[src/rtl/axi_read_arbiter_if.sv]
// Bundle of the requester-side and bus-side read channels of axi_read_arbiter.
//   modport master : the arbiter's view. It receives the CPU requests and the R channel, and it drives AR, RREADY and the per-requester returns.
//   modport slave  : the environment's view (the CPU requesters together with the interconnect).
// Ports carried:
//   req_arvalid/req_arready, req_araddr/req_arlen : two packed CPU read requests (req0 in the low half)
//   req_rvalid/req_rready, req_rdata/rresp/rlast   : routed read beats
//   ARID/ARADDR/ARLEN/ARSIZE/ARBURST/ARVALID/ARREADY : shared bus read address
//   RID/RDATA/RRESP/RLAST/RVALID/RREADY           : shared bus read data
//   busy, rid_err                                 : status
interface axi_read_arbiter_if #(
  parameter int unsigned ADDR_W = 32,
  parameter int unsigned DATA_W = 32,
  parameter int unsigned LEN_W  = 4,
  parameter int unsigned ID_W   = 4
);
  // CPU side
  logic [1:0]          req_arvalid;
  logic [1:0]          req_arready;
  logic [2*ADDR_W-1:0] req_araddr;
  logic [2*LEN_W-1:0]  req_arlen;
  logic [1:0]          req_rvalid;
  logic [1:0]          req_rready;
  logic [DATA_W-1:0]   req_rdata;
  logic [1:0]          req_rresp;
  logic                req_rlast;

  // Bus side
  logic [ID_W-1:0]     ARID;
  logic [ADDR_W-1:0]   ARADDR;
  logic [LEN_W-1:0]    ARLEN;
  logic [2:0]          ARSIZE;
  logic [1:0]          ARBURST;
  logic                ARVALID;
  logic                ARREADY;
  logic [ID_W-1:0]     RID;
  logic [DATA_W-1:0]   RDATA;
  logic [1:0]          RRESP;
  logic                RLAST;
  logic                RVALID;
  logic                RREADY;

  // Status
  logic                busy;
  logic                rid_err;

  modport master (
    input  req_arvalid, req_araddr, req_arlen, req_rready,
    output req_arready, req_rvalid, req_rdata, req_rresp, req_rlast,
    output ARID, ARADDR, ARLEN, ARSIZE, ARBURST, ARVALID,
    input  ARREADY,
    input  RID, RDATA, RRESP, RLAST, RVALID,
    output RREADY,
    output busy, rid_err
  );

  modport slave (
    output req_arvalid, req_araddr, req_arlen, req_rready,
    input  req_arready, req_rvalid, req_rdata, req_rresp, req_rlast,
    input  ARID, ARADDR, ARLEN, ARSIZE, ARBURST, ARVALID,
    output ARREADY,
    output RID, RDATA, RRESP, RLAST, RVALID,
    input  RREADY,
    input  busy, rid_err
  );
endinterface

[src/rtl/axi_read_arbiter.sv]
// axi_read_arbiter: lets two CPU requesters (req0 = instruction fetch, req1 = data load) share one AXI read channel (AR/R).
// The block grants one burst at a time. It drives the shared AR channel and sends each R beat back to the requester that holds the grant.
// Only one transaction is outstanding at a time, and the grant is held until the RLAST handshake.
// Ports:
//   clk   : rising-edge clock
//   reset : asynchronous active-high reset
//   bus   : axi_read_arbiter_if.master, which carries the CPU request/return signals, the bus AR/R channels, busy and rid_err
// Configuration:
//   The ARB_RR_EN macro selects how a tie is resolved.
//   - Undefined: fixed priority, and req1 wins any tie.
//   - Defined: round-robin. The requester that was not granted last wins a tie.
module axi_read_arbiter #(
  parameter int unsigned ADDR_W = 32,
  parameter int unsigned DATA_W = 32,
  parameter int unsigned LEN_W  = 4,
  parameter int unsigned ID_W   = 4
) (
  input logic                clk,
  input logic                reset,
  axi_read_arbiter_if.master bus
);

  typedef enum logic [1:0] {
    S_IDLE = 2'd0,
    S_AR   = 2'd1,
    S_R    = 2'd2
  } state_t;

  localparam logic [2:0] ARSIZE_WORD  = 3'b010;
  localparam logic [1:0] ARBURST_INCR = 2'b01;
  localparam logic [1:0] RESP_SLVERR  = 2'b10;

  state_t            state_q;
  logic              grant_q;
  logic              arvalid_q;
  logic [ADDR_W-1:0] araddr_q;
  logic [LEN_W-1:0]  arlen_q;
  logic [ID_W-1:0]   arid_q;
`ifdef ARB_RR_EN
  logic              rr_ptr_q;  // requester favoured on the next tie
`endif

  logic              req_any_c;
  logic              accept_c;
  logic              grant_d;
  logic [ADDR_W-1:0] araddr_d;
  logic [LEN_W-1:0]  arlen_d;
  logic              in_r_c;
  logic              rready_c;
  logic              rid_mismatch_c;
  logic              last_hs_c;
  logic [DATA_W-1:0] rdata_c;
  logic [1:0]        req_rvalid_c;

  // Choose the winner among the live requests and select its address and length.
  always_comb begin : arbitrate
    req_any_c = |bus.req_arvalid;
`ifdef ARB_RR_EN
    // A lone requester wins outright. The pointer decides only a tie.
    if (&bus.req_arvalid) begin
      grant_d = rr_ptr_q;
    end else begin
      grant_d = bus.req_arvalid[1];
    end
`else
    // When req1 asserts, it takes precedence.
    grant_d = bus.req_arvalid[1];
`endif
    accept_c = (state_q == S_IDLE) && req_any_c;
    araddr_d = grant_d ? bus.req_araddr[2*ADDR_W-1:ADDR_W] : bus.req_araddr[ADDR_W-1:0];
    arlen_d  = grant_d ? bus.req_arlen[2*LEN_W-1:LEN_W]    : bus.req_arlen[LEN_W-1:0];
  end

  // Steer the R channel to the granted requester while a burst is in the R phase.
  always_comb begin : r_route
    in_r_c         = (state_q == S_R);
    rready_c       = in_r_c && bus.req_rready[grant_q];
    rid_mismatch_c = in_r_c && bus.RVALID && (bus.RID != arid_q);
    last_hs_c      = in_r_c && bus.RVALID && rready_c && bus.RLAST;
    rdata_c        = bus.RDATA;
    req_rvalid_c   = 2'b00;
    if (in_r_c && bus.RVALID) begin
      req_rvalid_c = grant_q ? 2'b10 : 2'b01;
    end
  end

  // Request acceptance is combinational and is possible only in IDLE.
  assign bus.req_arready = accept_c ? (grant_d ? 2'b10 : 2'b01) : 2'b00;

  assign bus.req_rvalid = req_rvalid_c;
  assign bus.req_rdata  = rdata_c;
  assign bus.req_rlast  = bus.RLAST;
  // A beat whose RID is wrong is still forwarded, but it is reported as SLVERR.
  assign bus.req_rresp  = rid_mismatch_c ? RESP_SLVERR : bus.RRESP;
  assign bus.RREADY     = rready_c;

  assign bus.ARID    = arid_q;
  assign bus.ARADDR  = araddr_q;
  assign bus.ARLEN   = arlen_q;
  assign bus.ARSIZE  = ARSIZE_WORD;
  assign bus.ARBURST = ARBURST_INCR;
  assign bus.ARVALID = arvalid_q;

  assign bus.busy    = (state_q != S_IDLE);
  // rid_err fires once per offending beat, in its handshake cycle.
  assign bus.rid_err = rid_mismatch_c && rready_c;

  // Burst FSM: IDLE -> AR -> R -> IDLE. The AR fields are latched at the grant.
  always_ff @(posedge clk or posedge reset) begin : fsm
    if (reset) begin
      state_q   <= S_IDLE;
      grant_q   <= 1'b0;
      arvalid_q <= 1'b0;
      araddr_q  <= '0;
      arlen_q   <= '0;
      arid_q    <= '0;
`ifdef ARB_RR_EN
      rr_ptr_q  <= 1'b0;
`endif
    end else begin
      case (state_q)
        S_IDLE: begin
          if (accept_c) begin
            grant_q   <= grant_d;
            araddr_q  <= araddr_d;
            arlen_q   <= arlen_d;
            arid_q    <= ID_W'(grant_d);
            arvalid_q <= 1'b1;
            state_q   <= S_AR;
`ifdef ARB_RR_EN
            rr_ptr_q  <= ~grant_d;
`endif
          end
        end
        S_AR: begin
          if (bus.ARREADY) begin
            arvalid_q <= 1'b0;
            state_q   <= S_R;
          end
        end
        S_R: begin
          // The state returns to IDLE without granting, so a one-cycle bubble separates bursts.
          if (last_hs_c) begin
            state_q <= S_IDLE;
          end
        end
        default: begin
          arvalid_q <= 1'b0;
          state_q   <= S_IDLE;
        end
      endcase
    end
  end

endmodule

[src/flat_wrapper.sv]
// flat-port wrapper written by rule: the top's interface ports become plain ports
module axi_read_arbiter_flat 
#(
  parameter int unsigned ADDR_W = 32,
  parameter int unsigned DATA_W = 32,
  parameter int unsigned LEN_W  = 4,
  parameter int unsigned ID_W   = 4
)
  (clk, reset, bus_req_arvalid, bus_req_araddr, bus_req_arlen, bus_req_rready, bus_req_arready, bus_req_rvalid, bus_req_rdata, bus_req_rresp, bus_req_rlast, bus_ARID, bus_ARADDR, bus_ARLEN, bus_ARSIZE, bus_ARBURST, bus_ARVALID, bus_ARREADY, bus_RID, bus_RDATA, bus_RRESP, bus_RLAST, bus_RVALID, bus_RREADY, bus_busy, bus_rid_err);
  axi_read_arbiter_if #(.ADDR_W(ADDR_W), .DATA_W(DATA_W), .LEN_W(LEN_W), .ID_W(ID_W)) bus_i ();
  input logic clk;
  input logic reset;
  input wire logic [$bits(bus_i.req_arvalid)-1:0] bus_req_arvalid;
  input wire logic [$bits(bus_i.req_araddr)-1:0] bus_req_araddr;
  input wire logic [$bits(bus_i.req_arlen)-1:0] bus_req_arlen;
  input wire logic [$bits(bus_i.req_rready)-1:0] bus_req_rready;
  output wire logic [$bits(bus_i.req_arready)-1:0] bus_req_arready;
  output wire logic [$bits(bus_i.req_rvalid)-1:0] bus_req_rvalid;
  output wire logic [$bits(bus_i.req_rdata)-1:0] bus_req_rdata;
  output wire logic [$bits(bus_i.req_rresp)-1:0] bus_req_rresp;
  output wire logic [$bits(bus_i.req_rlast)-1:0] bus_req_rlast;
  output wire logic [$bits(bus_i.ARID)-1:0] bus_ARID;
  output wire logic [$bits(bus_i.ARADDR)-1:0] bus_ARADDR;
  output wire logic [$bits(bus_i.ARLEN)-1:0] bus_ARLEN;
  output wire logic [$bits(bus_i.ARSIZE)-1:0] bus_ARSIZE;
  output wire logic [$bits(bus_i.ARBURST)-1:0] bus_ARBURST;
  output wire logic [$bits(bus_i.ARVALID)-1:0] bus_ARVALID;
  input wire logic [$bits(bus_i.ARREADY)-1:0] bus_ARREADY;
  input wire logic [$bits(bus_i.RID)-1:0] bus_RID;
  input wire logic [$bits(bus_i.RDATA)-1:0] bus_RDATA;
  input wire logic [$bits(bus_i.RRESP)-1:0] bus_RRESP;
  input wire logic [$bits(bus_i.RLAST)-1:0] bus_RLAST;
  input wire logic [$bits(bus_i.RVALID)-1:0] bus_RVALID;
  output wire logic [$bits(bus_i.RREADY)-1:0] bus_RREADY;
  output wire logic [$bits(bus_i.busy)-1:0] bus_busy;
  output wire logic [$bits(bus_i.rid_err)-1:0] bus_rid_err;
  assign bus_i.req_arvalid = bus_req_arvalid;
  assign bus_i.req_araddr = bus_req_araddr;
  assign bus_i.req_arlen = bus_req_arlen;
  assign bus_i.req_rready = bus_req_rready;
  assign bus_req_arready = bus_i.req_arready;
  assign bus_req_rvalid = bus_i.req_rvalid;
  assign bus_req_rdata = bus_i.req_rdata;
  assign bus_req_rresp = bus_i.req_rresp;
  assign bus_req_rlast = bus_i.req_rlast;
  assign bus_ARID = bus_i.ARID;
  assign bus_ARADDR = bus_i.ARADDR;
  assign bus_ARLEN = bus_i.ARLEN;
  assign bus_ARSIZE = bus_i.ARSIZE;
  assign bus_ARBURST = bus_i.ARBURST;
  assign bus_ARVALID = bus_i.ARVALID;
  assign bus_i.ARREADY = bus_ARREADY;
  assign bus_i.RID = bus_RID;
  assign bus_i.RDATA = bus_RDATA;
  assign bus_i.RRESP = bus_RRESP;
  assign bus_i.RLAST = bus_RLAST;
  assign bus_i.RVALID = bus_RVALID;
  assign bus_RREADY = bus_i.RREADY;
  assign bus_busy = bus_i.busy;
  assign bus_rid_err = bus_i.rid_err;
  axi_read_arbiter #(.ADDR_W(ADDR_W), .DATA_W(DATA_W), .LEN_W(LEN_W), .ID_W(ID_W)) u_core (.clk(clk), .reset(reset), .bus(bus_i));
endmodule
[config.mk]
export PLATFORM = sky130hd
export DESIGN_NAME = axi_read_arbiter_flat
export DESIGN_NICKNAME = d
export VERILOG_FILES = /design/src/rtl/axi_read_arbiter_if.sv /design/src/rtl/axi_read_arbiter.sv /design/src/flat_wrapper.sv
export SDC_FILE = /design/constraint.sdc
export NUM_CORES = 1
export LEC_CHECK = 0
export BUFFER_PORTS_ARGS = -buffer_cell sky130_fd_sc_hd__clkbuf_2
export CORE_ASPECT_RATIO = 0.6
export CORE_MARGIN = 1.5
export CORE_UTILIZATION = 37
export DETAILED_ROUTE_END_ITERATION = 7
export PLACE_DENSITY_LB_ADDON = 0.05
export SYNTH_ARGS = -nofsm -noshare
export SYNTH_HDL_FRONTEND = slang
export SYNTH_SLANG_ARGS = --single-unit
[constraint.sdc]
create_clock -name clk -period 1.8 [get_ports clk]
set_input_delay 0.18 -clock clk [delete_from_list [all_inputs] [get_ports clk]]
set_output_delay 0.18 -clock clk [all_outputs]
set_load 0.01 [all_outputs]
==> impl_metrics.env <==
export IMPL_status="finished, violations left"
export IMPL_violations="hold timing"
export IMPL_cp_end_kind="output port"
export IMPL_max_cap_violations=0
export IMPL_io_buffers=134
export IMPL_period_minus_slack_ps=1740
export IMPL_io_pins=207
export IMPL_worstMarginPinSlew_ps=508
export IMPL_relSlewSlack=0.662
export IMPL_grt_max_degree=41
export IMPL_final_common_cell="clkbuf_2"
export IMPL_dp_hpwl_um=4930
export IMPL_crit_path_max_fanout=24
export IMPL_via_count=2024
export IMPL_die_h_um=63.6
export IMPL_nets=423
export IMPL_grt_use_total=0.192
export IMPL_core_area_um2=5730
export IMPL_clkLatencyLatePin_ps=280
export IMPL_cts_buffers=5
export IMPL_path_clk_slew_ps=80
export IMPL_antenna_left=0
export IMPL_grt_pass1_vias=1939
export IMPL_routabilityCongestion=0.706
export IMPL_wl_per_cell_um=17.1
export IMPL_crit_path_start_kind="register"
export IMPL_final_hold_viol_count=40
export IMPL_seq_area_frac_synth=0.442
export IMPL_netlist_area_um2=2260
export IMPL_path_class="register to output port"
export IMPL_arrival_ps=1560
export IMPL_worstPathRequired_ps=1620
export IMPL_syn_avg_cell_area_um2=11.0
export IMPL_cts_tree="done"
export IMPL_dp_cells=377
export IMPL_drc_errors=0
export IMPL_cp_endpoint="bus_req_arready[0]"
export IMPL_irDropWorstVdd_uv=781
export IMPL_grt_remaining_overflow=0
export IMPL_synth_seq_cells=40
export IMPL_wirelength_um=6580
export IMPL_setup_violations=0
export IMPL_clock_sinks=40
export IMPL_yosysWarnings=0
export IMPL_hp_class="primary input to async pin"
export IMPL_p_leak_nw=1.43
export IMPL_finalMaxSlewViolations=0
export IMPL_crit_path_start="u_core.state_q[1]"
export IMPL_r2r_cells=4
export IMPL_n_antenna_cell=0
export IMPL_viasPerCell=5.26
export IMPL_drive_gt1_frac=0.534
export IMPL_clk_path_buf_depth=2
export IMPL_synth_cell_types=26
export IMPL_start_util=0.395
export IMPL_layout_cells_non_filler=385
export IMPL_die_x_um=104
export IMPL_max_freq_mhz=575
export IMPL_regToRegEndpoint="u_core.bus.ARADDR[15]"
export IMPL_grt_pass1_wl_um=10100
export IMPL_final_cell_mix="clkbuf_2 (133), dfrtp_1 (40), nor4b_1 (36), a221o_1 (36), buf_4 (11)"
export IMPL_drtIter0Drc=87
export IMPL_worstReg2RegStart="u_core.state_q[1]"
export IMPL_antenna_found_initial=0
export IMPL_regToRegSetupSlack_ps=280
export IMPL_area_delta_synth_final_pct=26.9
export IMPL_syn_inst=206
export IMPL_holdBufCountCts=0
export IMPL_finalCritPeriodShare=0.966
export IMPL_dieArea_um2=6610
export IMPL_holdWs_ps=-14.3
export IMPL_cts_root_buf="clkbuf_8"
export IMPL_finalSetupTns_ps=0
export IMPL_powerDensity_nw_per_um2=1540
export IMPL_fin_skew_ps=5.58
export IMPL_cts_max_level=2
export IMPL_row_count=21
export IMPL_firstDrtPassIters=4
worst min path at each step:
| stage | endpoint | cells past startpoint |
|---|---|---|
| floorplan | u_core.bus.ARADDR[20] | 1 |
| global placement | u_core.bus.ARADDR[0] | 3 |
| detailed placement | u_core.bus.ARADDR[0] | 3 |
| CTS | u_core.bus.ARLEN[2] | 3 |
| global route | u_core.bus.ARADDR[0] | 3 |
| finish | u_core.bus.ARLEN[2] | 3 |
routing by layer:
metal	routed length [um]	share of wire	GRT usage	vias up
met2	2850	0.43	0.274	118
met3	690	0.10	0.0725	10
met5	0	0	0.00794	-
met4	88	0.013	0.0573	0
met1	2950	0.45	0.268	959
li1	-	-	-	937
critical path, cell delays in order (launching register included):
cell and delay, ps:
dfrtp_1 380, or2_4 260, or2_4 270, buf_12 160, nor2_4 90, buf_6 100
metrics by stage:
stage               area, um2   util  total power (W)  setup slack, ps
floorplan                2290      -          0.00301              220
global placement         2750  0.479          0.00378              273
CTS                      2850  0.497          0.00443             4.27
detailed placement       2750  0.479          0.00378              222
global route             2870  0.502          0.00473            -2.49
finish                   2870  0.502          0.00442             61.5
synth_stat cells:
cell,instances,area (um2)
a21o_1,1,7.51
a21oi_1,1,5.00
a221o_1,36,360
and2_1,1,6.26
buf_1,2,7.51
buf_2,7,35.0
buf_4,42,315
buf_6,2,22.5
clkbuf_1,9,33.8
conb_1,2,7.51
dfrtp_1,40,1000
inv_1,3,11.3
mux2i_1,1,10.0
nand2_1,4,15.0
nand3b_1,2,15.0
nor2_1,6,22.5
nor2b_1,1,6.26
nor3_1,1,5.00
nor3b_1,1,7.51
nor4b_1,36,315
o21ai_0,2,10.0
o21ba_2,1,10.0
o31ai_1,1,7.51
or2_1,2,12.5
or2_2,1,6.26
xnor2_1,1,8.76
registers in the layout, summed over array words and instances, names as in the netlist:
signal	cells
u_core.state_q	2
u_core.bus.ARVALID	1
u_core.bus.ARADDR	32
u_core.bus.ARLEN	4
u_core.grant_q	1
report_power, final:
part	switching (W)	total, W	internal (W)
combinational	0.00112	0.00218	0.00107
sequential	0.000291	0.00164	0.00135
clock	0.000319	0.000589	0.000270
final cells by class:
cell class	count	area [um2]
Clock buffer	5	68.8
Tap cell	80	100
Clock inverter	3	18.8
Sequential cell	40	1000
Timing Repair Buffer	147	791
Fill cell	583	2860
Inverter	3	11.3
Multi-Input combinational cell	107	882
timing repair:
action | 4_1_cts | 5_1_grt
buffers inserted | 0 | 0
gates resized for setup | 4 | 7
pin swaps | 0 | 1
setup endpoints to repair | 1 | 4
kinds of logic after synthesis:
| family | synth area share |
|---|---|
| compound gates | 0.177 |
| xor+xnor | 0.00387 |
| buf+inv | 0.188 |
| flops | 0.442 |
| mux | 0.00442 |
| other cells | 0.00332 |
| simple gates | 0.182 |
Note: power is estimated with default switching activity, not from simulation.
